==> config.mk <==
export PLATFORM = sky130hd
export DESIGN_NAME = pw_lock_fsm
export DESIGN_NICKNAME = d
export VERILOG_FILES = /design/src/rtl/pw_lock_pkg.sv /design/src/rtl/edge_rise.sv /design/src/rtl/pw_lock_fsm.sv
export SDC_FILE = /design/constraint.sdc
export NUM_CORES = 1
export LEC_CHECK = 0
export BUFFER_PORTS_ARGS = -buffer_cell sky130_fd_sc_hd__buf_2
export CORE_MARGIN = 4
export CORE_UTILIZATION = 40
export CTS_BUF_LIST = sky130_fd_sc_hd__clkbuf_8
export DETAILED_ROUTE_END_ITERATION = 10
export PLACE_DENSITY = 0.6
export SETUP_SLACK_MARGIN = 0.1
export SLEW_MARGIN = 25
export SYNTH_ARGS = -nofsm -noshare
export SYNTH_HDL_FRONTEND = slang
export SYNTH_SLANG_ARGS = --single-unit
==> constraint.sdc <==
create_clock -name clk -period 3.15 [get_ports clk]
set_clock_uncertainty 0.2 [all_clocks]
set_input_delay 0.4725 -clock clk [delete_from_list [all_inputs] [get_ports clk]]
set_output_delay 0.4725 -clock clk [all_outputs]
set_load 0.01 [all_outputs]
==> src/rtl/pw_lock_pkg.sv <==
// Shared types for the code-entry lock: state encoding and width helper.
package pw_lock_pkg;

  typedef enum logic [2:0] {
    S_IDLE    = 3'd0,
    S_ENTRY   = 3'd1,
    S_CHECK   = 3'd2,
    S_OPEN    = 3'd3,
    S_FAIL    = 3'd4,
    S_LOCKOUT = 3'd5,
    S_REPROG  = 3'd6
  } state_t;

  // Bits needed to hold a count from 0 to n inclusive.
  function automatic int cnt_w(input int n);
    return $clog2(n + 1);
  endfunction

endpackage

==> src/rtl/edge_rise.sv <==
// Rising-edge detector on an already synchronised level.
module edge_rise (
  input  logic clk,
  input  logic rst,
  input  logic level,
  output logic rise
);

  logic prev;

  always_ff @(posedge clk) begin
    if (rst) prev <= 1'b0;
    else     prev <= level;
  end

  assign rise = level & ~prev;

endmodule

==> src/rtl/pw_lock_fsm.sv <==
// Code-entry lock with attempt counter and timed lockout.
// Define PW_LOCK_REPROG_EN to allow changing the code while open.
module pw_lock_fsm
  import pw_lock_pkg::*;
#(
  parameter int N_DIGITS   = 4,
  parameter int DIGIT_W    = 4,
  parameter int MAX_TRIES  = 3,
  parameter int LOCK_TICKS = 10,
  parameter logic [N_DIGITS*DIGIT_W-1:0] DEFAULT_CODE = 'h1234
) (
  input  logic                          clk,
  input  logic                          rst,
  input  logic                          tick,
  input  logic [DIGIT_W-1:0]            digit_in,
  input  logic                          key_enter,
  input  logic                          key_clear,
  output logic [N_DIGITS*DIGIT_W-1:0]   entry_bus,
  output logic [cnt_w(N_DIGITS)-1:0]    digits_entered,
  output logic                          unlocked,
  output logic                          fail,
  output logic                          locked_out,
  output logic [cnt_w(MAX_TRIES)-1:0]   tries_left,
  output logic [cnt_w(LOCK_TICKS)-1:0]  lock_remaining,
  output logic                          code_changed
);

  localparam int BUS = N_DIGITS * DIGIT_W;
  localparam int CW  = cnt_w(N_DIGITS);
  localparam int TW  = cnt_w(MAX_TRIES);
  localparam int LW  = cnt_w(LOCK_TICKS);

  state_t           state;
  logic             enter_p;
  logic             clear_p;
  logic [BUS-1:0]   code;
  logic [BUS-1:0]   cap_bus;
  logic [CW-1:0]    cap_cnt;
  logic             cap_done;

  edge_rise u_enter (
    .clk   (clk),
    .rst   (rst),
    .level (key_enter),
    .rise  (enter_p)
  );

  edge_rise u_clear (
    .clk   (clk),
    .rst   (rst),
    .level (key_clear),
    .rise  (clear_p)
  );

  // Shift form keeps this legal for a single-digit code.
  assign cap_bus  = (entry_bus << DIGIT_W) | BUS'(digit_in);
  assign cap_cnt  = digits_entered + CW'(1);
  assign cap_done = (cap_cnt == CW'(N_DIGITS));

`ifdef PW_LOCK_REPROG_EN
  logic chg;
  assign code_changed = chg;
`else
  assign code         = DEFAULT_CODE;
  assign code_changed = 1'b0;
`endif

  always_ff @(posedge clk) begin
    if (rst) begin
      state          <= S_IDLE;
      entry_bus      <= '0;
      digits_entered <= '0;
      tries_left     <= TW'(MAX_TRIES);
      lock_remaining <= '0;
`ifdef PW_LOCK_REPROG_EN
      code           <= DEFAULT_CODE;
      chg            <= 1'b0;
`endif
    end else begin
`ifdef PW_LOCK_REPROG_EN
      chg <= 1'b0;
`endif
      case (state)
        S_IDLE, S_ENTRY: begin
          if (clear_p) begin
            if (state == S_ENTRY) begin
              entry_bus      <= '0;
              digits_entered <= '0;
              state          <= S_IDLE;
            end
          end else if (enter_p) begin
            entry_bus      <= cap_bus;
            digits_entered <= cap_cnt;
            state          <= cap_done ? S_CHECK : S_ENTRY;
          end
        end
        S_CHECK: begin
          entry_bus      <= '0;
          digits_entered <= '0;
          if (entry_bus == code) begin
            tries_left <= TW'(MAX_TRIES);
            state      <= S_OPEN;
          end else begin
            tries_left <= tries_left - TW'(1);
            if (tries_left == TW'(1)) begin
              lock_remaining <= LW'(LOCK_TICKS);
              state          <= S_LOCKOUT;
            end else begin
              state <= S_FAIL;
            end
          end
        end
        S_FAIL: begin
          if (tick) state <= S_IDLE;
        end
        S_LOCKOUT: begin
          if (tick) begin
            if (lock_remaining == LW'(1)) begin
              lock_remaining <= '0;
              tries_left     <= TW'(MAX_TRIES);
              state          <= S_IDLE;
            end else begin
              lock_remaining <= lock_remaining - LW'(1);
            end
          end
        end
        S_OPEN: begin
          if (clear_p) begin
            state <= S_IDLE;
`ifdef PW_LOCK_REPROG_EN
          end else if (enter_p) begin
            if (cap_done) begin
              code  <= cap_bus;
              chg   <= 1'b1;
              state <= S_IDLE;
            end else begin
              entry_bus      <= cap_bus;
              digits_entered <= cap_cnt;
              state          <= S_REPROG;
            end
`endif
          end
        end
`ifdef PW_LOCK_REPROG_EN
        S_REPROG: begin
          if (clear_p) begin
            entry_bus      <= '0;
            digits_entered <= '0;
            state          <= S_IDLE;
          end else if (enter_p) begin
            if (cap_done) begin
              code           <= cap_bus;
              chg            <= 1'b1;
              entry_bus      <= '0;
              digits_entered <= '0;
              state          <= S_IDLE;
            end else begin
              entry_bus      <= cap_bus;
              digits_entered <= cap_cnt;
            end
          end
        end
`endif
        default: state <= S_IDLE;
      endcase
    end
  end

  assign unlocked   = (state == S_OPEN);
  assign fail       = (state == S_FAIL);
  assign locked_out = (state == S_LOCKOUT);

endmodule

# Word level (Yosys, flattened, before mapping)
# Index checks and enable logic that the tools add are counted.
# W data, S select, Z words.
# totals
reg_bits,30
in_bits,9
out_inout_bits,29
elab_cells,67
# classes
n_addsub,3
eq_ne,17
mux,27
bitwise,5
n_reduce_logical,8
# op_table
cell,n
$mux W16,3
$pmux W16 S2,1
$mux W3,10
$eq A16 B13 Y1 const B,1
$mux W4,4
$or A16 B4 Y16,1
$pmux W3 S5,1
$eq A3 B3 Y1 const B,3
$mux W2,4
$ne A2 B2 Y1 const B,4
$pmux W4 S2,1
$eq A3 B2 Y1 const B,2
$ne A3 B3 Y1 const B,2
$pmux W3 S2,1
$reduce_and A3 Y1,2
$reduce_and A6 Y1,1
$eq A4 B1 Y1 const B,1
$ne A2 B1 Y1 const B,2
$pmux W2 S2,1
$reduce_and A4 Y1,1
$reduce_bool A2 Y1,2
$sub A4 B1 Y4 const B,1
$add A3 B1 Y3 const B,1
$eq A3 B1 Y1 const B,1
other kinds (7),9

# Longest topological paths before layout
# Gate-level depths: netlist of run 1.
# depth
depth_word,6
depth_mapped,8
mapped_depth_nobuf,7

# Modules after synthesis
# Synthesis of run 1 repeated with hierarchy kept, for this count alone.
# hier_totals
hier_cells,185
area_unflattened_um2,1605.3
# by_module_without_submodules
module,instances,cells_each,area_per_inst_um2,seq_area_each_um2
pw_lock_fsm,1,179,1510.2,560.5
edge_rise,2,3,47.5,20.0

# Least setup slack after synthesis of run 1
# No wires, ideal clock.
# synth_path
path_kind,input-to-reg
start,input key_clear
end,register entry_bus[2]
setup_ps,134
arrival_ps,1523
required_time_ps,2816
path_slack_ps,1294
stages,7
n_path_buf,2
path_cell_list,nor2b_1 > o21a_1 > a211o_1 > buf_2 > buf_2 > nand2_1 > a21oi_1
# synth_between
elab_chain_len,3
word_cells_on_any_way,6
classes_between,eq/ne: 2; mux: 2; bitwise: 1; reduce/logical: 1
# synth_lines
element,line_no,rtl
from (decl),pw_lock_fsm.sv:17,"input logic key_clear,"
$and A1 B1 Y1 *,edge_rise.sv:16,assign rise = level & ~prev;
$ne A3 B3 Y1 (no line) or $mux W16 (tied branches),--,
$reduce_and A3 Y1 (no line) or $pmux W16 S2 (tied branches),--,
to (signal assigned),pw_lock_fsm.sv:92,entry_bus <= cap_bus;
to (decl),pw_lock_fsm.sv:18,"output logic [N_DIGITS*DIGIT_W-1:0] entry_bus,"
# Mark *: on every way between the ends. The rest lies on a longest branch, timed or not.
# A chain may end at the register's enable or synchronous reset.

# Final worst setup path of run 1
# layout_path
start,register state[2]
end,output locked_out
# layout_between
elab_chain_len,1
# layout_lines
element,line_no,rtl
from (decl),pw_lock_fsm.sv:33,state_t state;
from (signal assigned),pw_lock_fsm.sv:94,state <= cap_done ? S_CHECK : S_ENTRY;
$eq A3 B3 Y1,pw_lock_fsm.sv:171,assign locked_out = (state == S_LOCKOUT);
to (decl),pw_lock_fsm.sv:22,"output logic locked_out,"
# Every way passes these cells.

==> results of run 1 <==
[power groups by stage]
stage / registers, mW / logic, mW / clock network (mW)
global placement: 0.409 / 0.0844 / 0
finish: 0.401 / 0.0877 / 0.315
detailed placement: 0.410 / 0.0876 / 0
floorplan: 0.407 / 0.0699 / 0
CTS: 0.401 / 0.0884 / 0.319
global route: 0.403 / 0.0972 / 0.335
[Yosys cell counts, drive strengths merged (2+ instances only)]
cell type / n / area (um^2)
a211oi: 2 / 27.53
nor3b: 4 / 41.29
a32oi: 2 / 17.52
nor4b: 4 / 35.03
inv: 5 / 18.77
nand2: 23 / 86.33
a311oi: 3 / 32.53
nand3: 18 / 90.09
dfxtp: 30 / 600.6
o21ai: 3 / 18.77
clkbuf: 4 / 15.01
nor2: 8 / 32.54
and3b: 2 / 17.52
or2: 2 / 12.51
ha: 5 / 62.56
a21oi: 21 / 105.1
nand3b: 4 / 30.03
o31ai: 2 / 15.01
nand2b: 3 / 18.77
a21o: 2 / 15.01
buf: 8 / 57.55
nor2b: 3 / 18.77
[per-stage QoR]
step / setup WS (ps) / cells
2_1_floorplan: 1294 / 176
3_3_place_gp: 1001 / 249
3_5_place_dp: 920.8 / 249
4_1_cts: 953.9 / 257
5_1_grt: 842.3 / 257
6_report: 936.8 / 257
[kinds of logic after synthesis]
kind of cell / share of synthesized area (%)
xor gates and xnor gates: 0.5739
muxes: 1.393
DFF: 39.34
other: 0.2457
buffers and inverters: 5.983
adders and majority gates: 4.098
AOI/OAI and AO/OA: 19.67
and+or+nand+nor: 28.69
[area by class of cell]
class | instances | area (um^2) | share of cell area [%]
sequential | 30 | 600.6 | 33.50
multi-input combinational | 129 | 834.6 | 46.55
timing repair buffer | 37 | 187.7 | 10.47
inverter | 5 | 18.77 | 1.047
tap | 48 | 60.06 | 3.350
clock buffer | 6 | 82.58 | 4.606
clock inverter | 2 | 8.758 | 0.4885
[metal layers]
layer / vias to the layer above / part of all wire (%) / track usage (%)
li1: 693 / - / -
met1: 658 / 47 / 19.75
met5: - / 0 / 0
met2: 32 / 48 / 24.97
met3: 2 / 4.4 / 5.217
met4: 0 / 0.46 / 3.830
[worst max-delay path, stage by stage, from the launching register on]
cell,delay (ps)
dfxtp_1,610
and3b_1,460
buf_2,200
[state kept, by name, summed over array words and instances (netlist names)]
| name | count |
|---|---|
| entry_bus | 16 |
| lock_remaining | 4 |
| digits_entered | 3 |
| state | 3 |
| tries_left | 2 |
| u_clear.prev | 1 |
| u_enter.prev | 1 |
[final timing paths]
kind	depth (start not counted)	start	slack [ps]	endpoint
max reg2reg	5	state[0]$_SDFFE_PP0P_	1050	entry_bus[1]$_SDFFE_PP0P_
max	2	state[2]$_SDFFE_PP0P_	940	locked_out
min reg2reg	2	entry_bus[14]$_SDFFE_PP0P_	270	entry_bus[14]$_SDFFE_PP0P_
min	2	key_enter	230	u_enter.prev$_SDFF_PP0_
==> out/metrics.cfg, run 1 <==
[setup_path]
cp-end-kind=output port
path_max_fanout=11
cp-start-kind=flop
worstSetupPathType=flop to output port
worstPathArrival_ps=1540
critical_path_required_ps=2480

[pwr]
switching_share_pct=26.16
share_comb_of_total_power_pct=10.9
internal_power_uw=593.8
power_leakage_nw=0.7422
power_uw=804.1
power_density_nw_per_um2=448.5
share_seq_of_total_power_pct=49.9
peakVddDrop_mv=0.2767
p_sw_uw=210.3
power.share.clock_pct=39.2

[sta]
max_freq_mhz=451.8
slew_viol_final=0
final-hold-violation-count=0
tightest_slew_ps=699.9
rsz0062_at_grt=no
setup_tns_ps=0
max_slew_margin_pct=53.19
hold_ws_ps=231.2
finalCritPeriodShare_pct=70.26
post-route-min-period_ps=2213
setup_viol=0

[place]
place.port_buffers=36
placed_area_um2=1702
dpl.hpwl_mm=2.567
gp_congestion=0.8358

[grt]
grt_pass1_vias=1362
antenna_found_initial=0
grt_max_degree=32
grt_overflow_total=0
grt_pass1_wl_mm=6.251
grt_usage_pct=15.46

[floorplanning]
coreArea_um2=3661
dieArea_um2=4869
start_util_pct=41.70
die_h_um=69.78
ios=38
die_w_um=69.78
std_cell_rows=22

[synth]
yosysWarnings=0
synth_area_um2=1526
ys_seq_area_share_pct=39.34
synth.distinct_cells=47
synth-edff-count=0
syn_inst=176
avgSynthCellArea_um2=8.673
synth-seq-cells=30
synth_nets=190
dominantRegCellSynth=dfxtp_1
synthArstFlopShare_pct=0

[layout]
mostFrequentLayoutCells=buf_2 (36), dfxtp_1 (30), nand2_1 (23)
drive_gt1_share_pct=26.32
design_area_um2=1793
num-fill-cells=362
final_common_cell=buf_2
finish.utilization_pct=48.97
nNetsFinal=222
area_delta_synth_final_pct=17.46
diodes=0

[clocking]
post_cts_buffers=0
cts_resized=0
cts_hold_buf=0
htreeDepth=2
path_clk_slew_ps=70
clk_latency_ps=280
root_buffer=clkbuf_8
cts_tree=built
cts_made_buffers=5
cts.sinks=30
clk_path_buf_depth=2

[drt]
drt-vias-per-instance=5.389
routedWlPerCell_um=14.23
drt-initial-drc-count=97
drc=0
vias=1385
ant_nets=0
totalWireLength_mm=3.656
firstDrtPassIters=4

[run]
maxCapViolations=0

[min_path]
hold_path_class=primary input to flop

[outcome]
status=complete, no violations

Power figures use the tool's default switching activity.
==> inputs of run 2 (changes only) <==
--- a/config.mk
+++ b/config.mk
@@ -10,7 +10,7 @@
 export CORE_UTILIZATION = 40
 export CTS_BUF_LIST = sky130_fd_sc_hd__clkbuf_8
 export DETAILED_ROUTE_END_ITERATION = 10
-export PLACE_DENSITY = 0.6
+export PLACE_DENSITY = 0.62
 export SETUP_SLACK_MARGIN = 0.1
 export SLEW_MARGIN = 25
 export SYNTH_ARGS = -nofsm -noshare
==> constraint.sdc (replaced) <==
create_clock -name clk -period 2 [get_ports clk]
set_clock_uncertainty 0.2 [all_clocks]
set_input_delay 0.3 -clock clk [delete_from_list [all_inputs] [get_ports clk]]
set_output_delay 0.3 -clock clk [all_outputs]
set_load 0.01 [all_outputs]
==> run 2 against run 1 <==
  * Combinational power grew 89%
  * Count of clock-buffer cells in the layout is the same
  * Largest cell class unchanged
  * Clock power grew 47%
  * Critical path depth grew 3
  * Cell count grew 3.1%
  * Power grew 57%
  * Die area is the same
  * Sequential cell count is the same
  * Worst setup slack lost 770 ps
==> out/metrics.cfg, run 2 (same netlist as run 1, synthesis figures left out) <==
[run]
maxCapViolations=0  ; unchanged

[sta]
max_slew_margin_pct=62.24  ; +9.0 points
setup_tns_ps=0  ; unchanged
tightest_slew_ps=566.4  ; -133.5 ps
slew_viol_final=0  ; unchanged
max_freq_mhz=544.5
setup_viol=0  ; unchanged
setup_ws_ps=163.6  ; -773.2 ps
final-hold-violation-count=0  ; unchanged
post-route-min-period_ps=1836
finalCritPeriodShare_pct=91.82
rsz0062_at_grt=no

[drt]
firstDrtPassIters=4  ; unchanged
vias=1430  ; +3.2%
drc=0  ; unchanged
ant_nets=0  ; unchanged
totalWireLength_mm=3.674  ; +0.49%
drt-vias-per-instance=5.396  ; +0.13%
drt-initial-drc-count=74  ; -24%
routedWlPerCell_um=13.86  ; -2.5%

[layout]
diodes=0  ; unchanged
stdcell_count=265  ; +3.1%
nNetsFinal=232  ; +4.5%
seq_area_um2=604.3  ; +0.63%
multiInputGateArea_um2=868.3  ; +4.0%
reg_top3=entry_bus (16), lock_remaining (4)
num-fill-cells=361  ; -0.28%
final_common_cell=buf_2
drive_gt1_share_pct=32.72  ; +6.4 points
largest_register=entry_bus
largest_register_ffs=16  ; unchanged
area_delta_synth_final_pct=25.08
mostFrequentLayoutCells=buf_2 (36), dfxtp_1 (27), nand2_1 (23)

[place]
place.port_buffers=36  ; unchanged
dpl.hpwl_mm=2.701  ; +5.2%
dp.cells=259  ; +4.0%
dp_slack_ps=-90.48  ; -1011 ps
gp_congestion=0.7774  ; -7.0%

[min_path]
hold_path_class=primary input to flop
hold_start=key_enter

[pwr]
power_leakage_nw=0.7986  ; +7.6%
power_density_nw_per_um2=660.5  ; +47%
power_mw=1.261  ; +57%
peakVddDrop_mv=0.4142  ; +50%

[clocking]
clk_path_buf_depth=2  ; unchanged
root_buffer=clkbuf_8
htreeDepth=2  ; unchanged
path_clk_slew_ps=60  ; about the same
post_cts_buffers=0  ; unchanged
cts.sinks=30  ; unchanged
cts_tree=built
cts_hold_buf=0  ; unchanged
clk_latency_ps=270  ; about the same
cts_made_buffers=5  ; unchanged

[setup_path]
rrSetupSlack_ps=160  ; -890 ps
crit_path_end=state[0]$_SDFFE_PP0P_
path_max_fanout=8  ; -3
r2r-start=state[2]$_SDFFE_PP0P_
slowest_delay_ps=530  ; -80 ps
ff2ff_path_depth=5  ; unchanged
critical_path_required_ps=1930  ; -550 ps
worstPathArrival_ps=1770  ; +230 ps
cp-start-kind=flop
cp_cell_sequence=or4b_1, a21o_1, and4_4, nor2_1, a311oi_2
worstReg2RegEnd=state[0]$_SDFFE_PP0P_
cp-end-kind=flop
crit_start=state[2]$_SDFFE_PP0P_
cp_slowest_cell=or4b_1
worstSetupPathType=flop to flop

[grt]
antenna_found_initial=0  ; unchanged
grt_overflow_total=0  ; unchanged
grt_max_degree=32  ; unchanged
grt_pass1_vias=1430  ; +5.0%
grt_usage_pct=16.32  ; +0.87 points
grt_pass1_wl_mm=6.486  ; +3.8%

[floorplanning]
die_h_um=69.78  ; unchanged
start_util_pct=41.70  ; unchanged
ios=38  ; unchanged
dieArea_um2=4869  ; unchanged
die_w_um=69.78  ; unchanged
coreArea_um2=3661  ; unchanged
std_cell_rows=22  ; unchanged

[outcome]
status=complete, no violations

==> run 2: changes by cell type in the layout (fill, tap and decap cells not counted), sizes merged <==
cell    before  now
buf         37   47
clkinv       1    0
inv          6    5
==> run 2: what timing repair did <==
| action | in CTS | in global routing |
|---|---|---|
| gates resized for setup | 2 | 8 |
| setup endpoints to repair | 18 | 16 |
| pin swaps | 0 | 2 |
==> run 2: power breakdown <==
part,switching (mW),internal (mW),leakage (nW)
registers,0.0183,0.613,0.245
logic,0.0937,0.0726,0.511
clock network,0.199,0.264,0.0431
==> run 2: layout make-up <==
type / count / area share [%]
Sequential cell: 30 / 31.65
Multi-Input combinational cell: 129 / 45.48
Timing Repair Buffer: 47 / 14.42
Clock buffer: 6 / 4.325
Tap cell: 48 / 3.145
Inverter: 5 / 0.9830
==> run 2: critical path, delay by kind of cell, from the launching register on <==
family	cells	cell delay (ps)
flip-flops	1	390
AO/OA/AOI/OAI	2	250
AND/OR/NAND/NOR	3	840
==> run 2: worst min path at each step <==
stage	slack (ps)	cells after the start	end
2_1_floorplan	170	1	u_clear.prev$_SDFF_PP0_
3_3_place_gp	250	2	entry_bus[14]$_SDFFE_PP0P_
3_5_place_dp	270	2	entry_bus[12]$_SDFFE_PP0P_
4_1_cts	60	2	u_enter.prev$_SDFF_PP0_
5_1_grt	80	3	entry_bus[0]$_SDFFE_PP0P_
6_report	60	2	u_enter.prev$_SDFF_PP0_
==> run 2: per-stage QoR <==
step	hold slack [ps]	cell area [um^2]	utilization (%)
4_1_cts	57.54	1879	51.33
2_1_floorplan	171.6	1526	-
5_1_grt	76.63	1909	52.15
3_5_place_dp	266.4	1789	48.87
3_3_place_gp	252.5	1789	48.87
6_report	60.37	1909	52.15
==> run 2: routing by layer <==
| layer | part of all wire [%] | vias up | global-route usage [%] |
|---|---|---|---|
| met5 | 0 | - | 0 |
| met4 | 1.0 | 0 | 7.234 |
| met3 | 4.7 | 5 | 5.072 |
| met2 | 49 | 30 | 26.55 |
| met1 | 45 | 681 | 19.65 |
| li1 | - | 714 | - |
